===== src/rtl/seg_disp_pkg.sv =====
// Shared types and constants for the seven-segment display arbiter.
package seg_disp_pkg;

    localparam int DIGIT_W = 8;
    localparam int FRAME_W = 32;

    localparam logic [6:0] BLANK_SEG = 7'h7F;
    localparam logic [3:0] AN_OFF    = 4'b1111;

    typedef enum logic {
        IDLE = 1'b0,
        OWN  = 1'b1
    } state_t;

    // Isolates the lowest set bit, i.e. the highest-priority active request.
    function automatic logic [31:0] prio_onehot(input logic [31:0] req);
        return req & (~req + 32'd1);
    endfunction

endpackage


===== src/rtl/seg_scan_timer.sv =====
// Digit scan timer: a prescaler sets how long each digit is lit, a 2-bit
// digit counter walks the four anodes, and frame_tick marks the last cycle
// of digit 3.
module seg_scan_timer #(
    parameter int SCAN_DIV = 25000
) (
    input  logic       i_clock,
    input  logic       i_reset,
    input  logic       i_clear,
    input  logic       i_enable,
    output logic [1:0] o_digit,
    output logic       o_frame_tick
);

    localparam int PRE_W = $clog2(SCAN_DIV);
    localparam logic [PRE_W-1:0] PRE_LAST = PRE_W'(SCAN_DIV - 1);

    logic [PRE_W-1:0] r_prescaler;
    logic [1:0]       r_digit;
    logic             w_pre_last;

    assign w_pre_last = (r_prescaler == PRE_LAST);

    // Prescaler and digit counter; the digit advances when the prescaler wraps.
    always_ff @(posedge i_clock) begin
        if (i_reset || i_clear) begin
            r_prescaler <= '0;
            r_digit     <= 2'd0;
        end else if (i_enable) begin
            if (w_pre_last) begin
                r_prescaler <= '0;
                r_digit     <= r_digit + 2'd1;
            end else begin
                r_prescaler <= r_prescaler + PRE_W'(1);
            end
        end
    end

    assign o_digit      = r_digit;
    assign o_frame_tick = i_enable && w_pre_last && (r_digit == 2'd3);

endmodule


===== src/rtl/seg_display_arbiter.sv =====
// Shares the 4-digit seven-segment display among NUM_REQ requesters.
// Fixed priority (index 0 highest) with a minimum hold in frames; the owner's
// frame is snapshotted at each frame boundary so the display never tears.
//
//  state | meaning
//  IDLE  | no owner, display blanked, scan timer held at zero
//  OWN   | one requester granted, its snapshot is scanned onto the anodes
module seg_display_arbiter
    import seg_disp_pkg::*;
#(
    parameter int NUM_REQ         = 3,
    parameter int SCAN_DIV        = 25000,
    parameter int MIN_HOLD_FRAMES = 8
) (
    input  logic                   i_clock,
    input  logic                   i_reset,
    input  logic [NUM_REQ-1:0]     i_req,
    input  logic [NUM_REQ*32-1:0]  i_req_frame,
    output logic [NUM_REQ-1:0]     o_grant,
    output logic                   o_frame_tick,
    output logic [6:0]             o_seg,
    output logic                   o_dp,
    output logic [3:0]             o_an
);

    localparam int HOLD_W = $clog2(MIN_HOLD_FRAMES + 1);
    localparam logic [HOLD_W-1:0] HOLD_MAX = HOLD_W'(MIN_HOLD_FRAMES);

    state_t               r_state, w_state_nxt;
    logic [NUM_REQ-1:0]   r_grant, w_grant_nxt;
    logic [HOLD_W-1:0]    r_hold, w_hold_nxt, w_hold_inc;
    logic [FRAME_W-1:0]   r_snap, w_snap_sel;
    logic                 w_load;
    logic [NUM_REQ-1:0]   w_prio;
    logic [NUM_REQ-1:0]   w_higher;
    logic                 w_owner_req;
    logic [1:0]           w_digit;
    logic                 w_frame_tick;
    logic [DIGIT_W-1:0]   w_byte;

    seg_scan_timer #(
        .SCAN_DIV (SCAN_DIV)
    ) u_scan_timer (
        .i_clock      (i_clock),
        .i_reset      (i_reset),
        .i_clear      (r_state == IDLE),
        .i_enable     (r_state == OWN),
        .o_digit      (w_digit),
        .o_frame_tick (w_frame_tick)
    );

    assign w_prio      = NUM_REQ'(prio_onehot(32'(i_req)));
    // Bits below the one-hot owner are the higher-priority requesters.
    assign w_higher    = i_req & (r_grant - NUM_REQ'(1));
    assign w_owner_req = |(i_req & r_grant);
    assign w_hold_inc  = (r_hold == HOLD_MAX) ? r_hold : r_hold + HOLD_W'(1);

    // Next-state and arbitration; decisions are only taken at frame boundaries.
    always_comb begin
        w_state_nxt = r_state;
        w_grant_nxt = r_grant;
        w_hold_nxt  = r_hold;
        w_load      = 1'b0;
        case (r_state)
            IDLE: begin
                if (|i_req) begin
                    w_state_nxt = OWN;
                    w_grant_nxt = w_prio;
                    w_hold_nxt  = '0;
                    w_load      = 1'b1;
                end
            end
            OWN: begin
                if (w_frame_tick) begin
                    w_load = 1'b1;
                    if (!w_owner_req) begin
                        w_hold_nxt = '0;
                        if (|i_req) begin
                            w_grant_nxt = w_prio;
                        end else begin
                            w_state_nxt = IDLE;
                            w_grant_nxt = '0;
                            w_load      = 1'b0;
                        end
                    end else if ((|w_higher) && (w_hold_inc >= HOLD_MAX)) begin
                        w_grant_nxt = w_prio;
                        w_hold_nxt  = '0;
                    end else begin
                        w_hold_nxt = w_hold_inc;
                    end
                end
            end
            default: begin
                w_state_nxt = IDLE;
                w_grant_nxt = '0;
                w_hold_nxt  = '0;
            end
        endcase
    end

    // Frame of whichever requester will own the display next.
    always_comb begin
        w_snap_sel = '0;
        for (int i = 0; i < NUM_REQ; i++) begin
            if (w_grant_nxt[i]) begin
                w_snap_sel = w_snap_sel | i_req_frame[FRAME_W*i +: FRAME_W];
            end
        end
    end

    // State, grant, hold counter and frame snapshot registers.
    always_ff @(posedge i_clock) begin
        if (i_reset) begin
            r_state <= IDLE;
            r_grant <= '0;
            r_hold  <= '0;
            r_snap  <= '1;
        end else begin
            r_state <= w_state_nxt;
            r_grant <= w_grant_nxt;
            r_hold  <= w_hold_nxt;
            if (w_load) begin
                r_snap <= w_snap_sel;
            end
        end
    end

    assign w_byte       = r_snap[DIGIT_W*w_digit +: DIGIT_W];
    assign o_grant      = r_grant;
    assign o_frame_tick = w_frame_tick;
    assign o_an         = (r_state == OWN) ? ~(4'b0001 << w_digit) : AN_OFF;
    assign o_seg        = (r_state == OWN) ? w_byte[6:0] : BLANK_SEG;
    assign o_dp         = (r_state == OWN) ? w_byte[7] : 1'b1;

endmodule


===== config.mk =====
export PLATFORM = sky130hd
export DESIGN_NAME = seg_display_arbiter
export DESIGN_NICKNAME = d
export VERILOG_FILES = /design/src/rtl/seg_disp_pkg.sv /design/src/rtl/seg_scan_timer.sv /design/src/rtl/seg_display_arbiter.sv
export SDC_FILE = /design/constraint.sdc
export NUM_CORES = 1
export LEC_CHECK = 0
export ABC_AREA = 1
export CAP_MARGIN = 20
export CORE_UTILIZATION = 46
export CTS_CLUSTER_SIZE = 28
export DETAILED_ROUTE_END_ITERATION = 6
export PLACE_DENSITY = 0.86
export SYNTH_ARGS = -nofsm -noshare
export SYNTH_HDL_FRONTEND = slang
export SYNTH_HIERARCHICAL = 1
export SYNTH_SLANG_ARGS = --single-unit

===== constraint.sdc =====
create_clock -name i_clock -period 2.4 [get_ports i_clock]
set_input_delay 0.36 -clock i_clock [delete_from_list [all_inputs] [get_ports i_clock]]
set_output_delay 0.36 -clock i_clock [all_outputs]
set_load 0.1 [all_outputs]

==> results of run 1 <==
## where the power goes
part / internal (mW) / switching [mW] / total (mW)
logic: 0.290 / 0.331 / 0.622
clock network: 0.508 / 0.411 / 0.919
registers: 1.01 / 0.0389 / 1.05
## cell usage after synthesis
library cell	instances
inv_2	5
clkbuf_1	5
buf_6	5
o21ai_2	1
nand2_4	1
o211a_1	1
nand3_1	41
nor3_2	1
nor2_2	1
a22oi_1	5
o211ai_1	1
a31oi_1	1
buf_4	4
buf_12	1
o21bai_1	1
o21ai_1	1
o21ai_4	1
o21ai_0	3
ha_1	5
nand4_1	14
xor2_1	5
nor3b_1	1
nand3b_1	1
inv_1	38
o21a_1	1
nor2_4	4
nand2_1	233
nor3_1	3
dfxtp_1	57
nand3_2	2
nand2_2	17
buf_2	6
nor2_1	42
nor4_1	1
o21bai_2	1
clkinv_1	2
a21oi_1	47
## kinds of logic after synthesis
family                   after synthesis
AND/OR/NAND/NOR                      362
buffers and inverters                 66
AO/OA/AOI/OAI                         64
flip-flops                            57
XOR/XNOR                               5
adder cells (fa/ha/maj)                5
## worst max-delay path, stage by stage, from the launching register on
cell and delay (ns):
dfxtp_1 0.38, ha_2 0.23, nand3_1 0.09, nor2_1 0.12, nand2_2 0.11, nor2_4 0.16
nand2_2 0.10, nand2_4 0.15, buf_4 0.14, nand2_1 0.05, nand2_2 0.07, nand2_2 0.05
buf_4 0.20, nand2_1 0.08, nand3_1 0.08, nand2_1 0.07, nand2_1 0.05
## metrics by stage
step | TNS [ns] | hold slack (ns) | cells | power, mW
floorplan | 0 | 0.441 | 559 | 1.39
global placement | -2.23 | 0.451 | 768 | 1.65
detailed placement | -5.74 | 0.457 | 768 | 1.66
CTS | 0 | 0.479 | 784 | 2.57
global route | -0.0840 | 0.500 | 788 | 2.69
finish | 0 | 0.479 | 788 | 2.59
## area by class of cell
type	count	area, um2
clock buffer	10	138
clock inverter	6	67.6
fill	590	2140
inverter	45	169
multi-input combinational	439	2130
sequential	57	1140
tap	99	124
timing repair buffer	132	1380
## worst max-delay path by stage
stage,startpoint,end,slack (ns),cells after the start
after global routing,u_scan_timer/r_prescaler[0],r_snap[11],-0.02,16
after floorplan,u_scan_timer/r_prescaler[1],r_snap[27],0.01,13
after CTS,u_scan_timer/r_prescaler[0],r_snap[30],0.007,13
after global placement,i_req[2],r_snap[5],-0.11,11
final,u_scan_timer/r_prescaler[0],r_snap[31],0.16,16
after detailed placement,i_req[2],r_snap[5],-0.22,11
## sequential cells by signal (all words and copies together), names as in the netlist
signal	cells
r_state	1
u_scan_timer/r_prescaler	15
u_scan_timer/o_digit	2
r_snap	32
r_hold	4
o_grant	3
## what timing repair did
| item | 4_1_cts | 5_1_grt |
|---|---|---|
| endpoints found under the setup margin | 0 | 33 |
| resized for setup | 0 | 8 |
| buffers inserted | 0 | 1 |
| hold buffers | 0 | 0 |
## per-layer routing
layer | share of wire | track usage
met3 | 0.073 | 0.0803
met5 | 0 | 0
met2 | 0.51 | 0.481
met1 | 0.38 | 0.280
met4 | 0.029 | 0.0851
==> metrics, run 1 <==
status completed; Synth cell types 37; H-tree depth 3; synth top area cells dfxtp_1 (33%), nand2_1 (25%), a21oi_1 (6.7%); core area 7290 um2; Post-Synth XOR/XNOR Area 0.0125; Avg WL per Cell 13.5 um; P&R area growth vs syn 47.2%; Clock Tree Buf Depth 2; share of cells above drive strength 1 0.138; clk sink count 57; final setup fails 0; Yosys reg bits 57; Cells after Synth 559; gr ovfl total 0; RR Endpoint r_snap[31]; first-pass GRT wire length 15900 um; FF-to-FF setup slack 0.16 ns; Die Ht 89.2 um; Final Hold Viols 0; clock slew seen by the registers of the worst setup and hold paths 0.07 ns; CTS buffer count 9; commonest non-fill, non-tap cell in the layout nand2_1; overall routed net length 10700 um; Vias/cell 5.19; Reg2Reg Depth 16; WP data required 2.65 ns; Clock Skew 0.00688 ns; syn_area_per_cell 6.26 um2; largest net degree at the start of global routing 41; Worst Hold Path Cells 2; post-synthesis mux area share 0; Routed Antenna Nets 0; slew margin rel. 0.640; post-synthesis compound-gate area fraction 0.105; Fmax 0.447 GHz; crit path time final 2.24 ns; fin nets 790; root buf cell clkbuf_8; Worst Setup End Kind register; fin area 5150 um2; initial antenna violation count 0; first drt pass iteration count 5; fin worst setup slack 0.161 ns; sequential share of the synthesized area 0.326; GR Util All Layers 0.260; Place WS -0.217 ns; final core occ 0.707; clock latency at the later pin of the worst-skew pair 0.35 ns; die area 7960 um2; critical path arrival 2.48 ns; fin crit share 0.933; Cell Area, Synth 3500 um2; post-synthesis simple-gate area fraction 0.446; Hold Crit Class register to register; Setup CP Type register to register; Yosys top cell by area dfxtp_1; final slew viol count 0; row cnt 31; vias 4091; # diodes 0; Post-DP HPWL 7420 um; CTS tree built; Ys Warns 6; power per cell area 502 nW/um2; worst-path fanout max 21; Slew @ Worst Pin 0.538 ns; HP Start r_snap[31]; Reg-to-Reg Start u_scan_timer/r_prescaler[0]; most frequent cells in the layout nand2_1 (232), clkdlybuf4s50_1 (100), dfxtp_1 (54), a21oi_1 (45); maximum VDD drop 287 uV; Max Cap Violations 0; Area after DPL 4860 um2; # port buffers 116; Chip Width 89.2 um; largest family of logic cells by synthesized area simple AND/OR/NAND/NOR gates; IO Count 117; drc violations 0; Startpoint Class register; top-area cell type share of the netlist area 0.326; WHS Endpoint r_snap[31]; initial DRC count 250; GPL Wtd Cong 0.841; syn_nets 665; vias in the first global route 3811; adder-cell share of the synthesized area 0.0179; Pleak 2.15 nW; Initial Utilization 0.480
(Power assumes the default switching activity.)
==> run 2: changes to the inputs <==
PLACE_DENSITY = 0.87   (was 0.86)
SYNTH_HIERARCHICAL = not set   (was 1)
==> run 2 against run 1 <==
Against the previous run: worst hold slack lost 0.019 ns; clock power rose by 8.4%; worst setup slack worse by 0.0065 ns; combinational power rose by 14%; flip-flop and latch count stayed put; non-clock buffer count is 6 lower; clock-buffer cell count increased by 1; via count decreased by 2.0%; critical endpoint is now r_snap[1].
==> metrics, run 2 <==
fin nets 756 (was 790); Yosys top cell by area dfxtp_1 (unchanged); Crit path top cell by count nand2_1; final setup fails 0 (unchanged); final slew viol count 0 (unchanged); H-tree depth 3 (unchanged); Finished Layout Cells 751 (was 788); Place WS -0.102 ns (was -0.217 ns); GPL Wtd Cong 0.883 (was 0.841); Avg WL per Cell 13.9 um (was 13.5 um); post-synthesis compound-gate area fraction 0.153 (was 0.105); syn_nets 645 (was 665); Max Cap Violations 0 (unchanged); most numerous cell in the Yosys netlist nand2_1 (unchanged); Clock Tree Buf Depth 2 (unchanged); synth top area cells dfxtp_1 (33%), nand2_1 (19%), nand3_1 (11%) (was dfxtp_1 (33%), nand2_1 (25%), a21oi_1 (6.7%)); drc violations 0 (unchanged); post-synthesis simple-gate area fraction 0.391 (was 0.446); most frequent cells in the layout nand2_1 (168), clkdlybuf4s50_1 (100), nand3_1 (77), dfxtp_1 (55), a21oi_1 (48) (was nand2_1 (232), clkdlybuf4s50_1 (100), dfxtp_1 (54), a21oi_1 (45)); Startpoint Class register (unchanged); Setup CP Type register to register (unchanged); vias 4011 (was 4091); Placed Cells 734 (was 768); power per cell area 546 nW/um2 (was 502 nW/um2); core area 7250 um2 (was 7290 um2); overall routed net length 10400 um (was 10700 um); WP data required 2.63 ns (was 2.65 ns); CTS buffer count 9 (unchanged); Vias/cell 5.34 (was 5.19); Synth cell types 33 (was 37); crit path time final 2.25 ns (was 2.24 ns); adder-cell share of the synthesized area 0.0291 (was 0.0179); Power Total 2.77 mW (was 2.59 mW); biggest regs r_snap: 32 flops, u_scan_timer.r_prescaler: 15 flops, r_hold: 4 flops (was r_snap: 32 flops, u_scan_timer/r_prescaler: 15 flops, r_hold: 4 flops); maximum VDD drop 295 uV (was 287 uV); initial DRC count 227 (was 250); worst-path fanout max 16 (was 21); status completed (unchanged); final core occ 0.699 (was 0.707); RSZ-0062 raised after global routing false; largest net degree at the start of global routing 40 (was 41); FFs w/ async S/R, synth 0 (unchanged); fin worst setup slack 0.155 ns (was 0.161 ns); Routed Antenna Nets 0 (unchanged); max reg flops 32 (unchanged); Final Hold Viols 0 (unchanged); sequential share of the synthesized area 0.332 (was 0.326); slew margin rel. 0.564 (was 0.640); row cnt 31 (unchanged); Post-synth top cells nand2_1 (170), nand3_1 (78), dfxtp_1 (57) (was nand2_1 (233), dfxtp_1 (57), a21oi_1 (47)); critical path arrival 2.48 ns (about the same); first drt pass iteration count 5 (unchanged); Biggest register r_snap (unchanged); Worst Setup End Kind register (unchanged); Die Ht 88.5 um (was 89.2 um); Top FF cell, synth dfxtp_1 (unchanged); IO Count 117 (unchanged); top-area cell type share of the netlist area 0.332 (was 0.326); clock slew seen by the registers of the worst setup and hold paths 0.07 ns (about the same); post-synthesis mux area share 0 (unchanged); Post-DP HPWL 7440 um (was 7420 um); slowest stage delay, CP 0.36 ns (was 0.38 ns); # port buffers 116 (unchanged); P&R area growth vs syn 47.4% (was 47.2%); largest family of logic cells by synthesized area simple AND/OR/NAND/NOR gates (unchanged); Initial Utilization 0.474 (was 0.480); commonest non-fill, non-tap cell in the layout nand2_1 (unchanged); EDFF count, synth 0 (unchanged); GR Util All Layers 0.260 (about the same); Chip Width 88.5 um (was 89.2 um); fin crit share 0.935 (was 0.933); worst-path cell chain ha_1, nand2_1, inv_2, nand2_1, nor2_2, nand2_2, nor2_4, nand2_2, nand3_2, nand3_4, nand2_1, nand3_1, nand2_1, nand2_1 (was ha_2, nand3_1, nor2_1, nand2_2, nor2_4, nand2_2, nand2_4, buf_4, nand2_1, nand2_2, nand2_2, buf_4, nand2_1, nand3_1, nand2_1, nand2_1); gr ovfl total 0 (unchanged); vias in the first global route 3552 (was 3811); CTS tree built (unchanged); clock latency at the later pin of the worst-skew pair 0.34 ns (was 0.35 ns); Yosys reg bits 57 (unchanged); initial antenna violation count 0 (unchanged); hold slack 0.460 ns (was 0.479 ns); Cell Area, Synth 3440 um2 (was 3500 um2); syn_area_per_cell 6.42 um2 (was 6.26 um2); Post-Synth XOR/XNOR Area 0.00764 (was 0.0125); Fmax 0.445 GHz (was 0.447 GHz); Pleak 2.03 nW (was 2.15 nW); CP max stage cell dfxtp_1 (unchanged); Clock Skew 0.00890 ns (was 0.00688 ns); clk sink count 57 (unchanged); Slew @ Worst Pin 0.652 ns (was 0.538 ns); first-pass GRT wire length 15800 um (was 15900 um); Cells after Synth 536 (was 559); Ys Warns 0 (was 6); root buf cell clkbuf_8 (unchanged); share of cells above drive strength 1 0.109 (was 0.138); Hold Crit Class register to register (unchanged); die area 7830 um2 (was 7960 um2); # diodes 0 (unchanged)
==> run 2: cell types whose count changed in the layout (fill, tap and decap cells not counted), moves of 7 or more <==
cell / before / now
inv_1: 37 / 30
nand4_1: 14 / 2
buf_4: 21 / 12
o221ai_2: 0 / 8
o21ai_0: 3 / 26
nand2_2: 17 / 3
nand2_1: 232 / 168
nand3_1: 41 / 77
==> run 2: cells by family (layout without fill, tap and decap cells) <==
group,Yosys count,after routing
adders and majority gates,8,8
DFF,57,57
buffers and inverters,63,178
and+or+nand+nor,312,313
xor gates and xnor gates,3,3
AOI/OAI and AO/OA,93,93
==> run 2: layout make-up <==
class | count | area [um2]
Sequential cell | 57 | 1140
Clock buffer | 11 | 141
Inverter | 36 | 135
Fill cell | 580 | 2180
Timing Repair Buffer | 126 | 1370
Multi-Input combinational cell | 417 | 2080
Clock inverter | 5 | 78.8
Tap cell | 99 | 124
==> run 2: power breakdown <==
group | total [mW] | leakage [nW] | internal, mW | switching [mW]
registers | 1.06 | 0.471 | 1.01 | 0.0505
clock network | 0.996 | 0.113 | 0.611 | 0.384
logic | 0.709 | 1.45 | 0.321 | 0.387
==> run 2: through the flow <==
step	TNS (ns)	cell area [um2]
floorplan	0	3500
global placement	0	4830
detailed placement	-1.51	4830
CTS	0	5050
global route	0	5070
finish	0	5070
==> run 2: per-layer routing <==
layer	share of wire	vias up	GRT usage
met3	0.067	19	0.0504
met2	0.49	158	0.459
met5	0	-	0
met4	0.018	0	0.0836
li1	-	2001	-
met1	0.42	1833	0.318
==> run 2: timing repair <==
item	CTS	global route
resized for setup	0	3
setup buffers	0	0
hold buffers	0	0
endpoints found under the setup margin	0	15
==> run 2: worst paths after layout <==
path	from	end	slack, ns	cells after the start
worst max-delay path	u_scan_timer.r_prescaler[0]	r_snap[1]	0.15	14
worst min-delay path	u_scan_timer.r_prescaler[0]	u_scan_timer.r_prescaler[0]	0.46	1
worst max register to register	u_scan_timer.r_prescaler[0]	r_snap[1]	0.15	14
worst min register to register	u_scan_timer.r_prescaler[0]	u_scan_timer.r_prescaler[0]	0.46	1
==> run 2: critical path: cells and delay by family (launching register included) <==
family                   cells  cell delay, ns
adder cells (fa/ha/maj)      1            0.21
AND/OR/NAND/NOR             12            1.47
flip-flops                   1            0.36
buffers and inverters        1            0.08
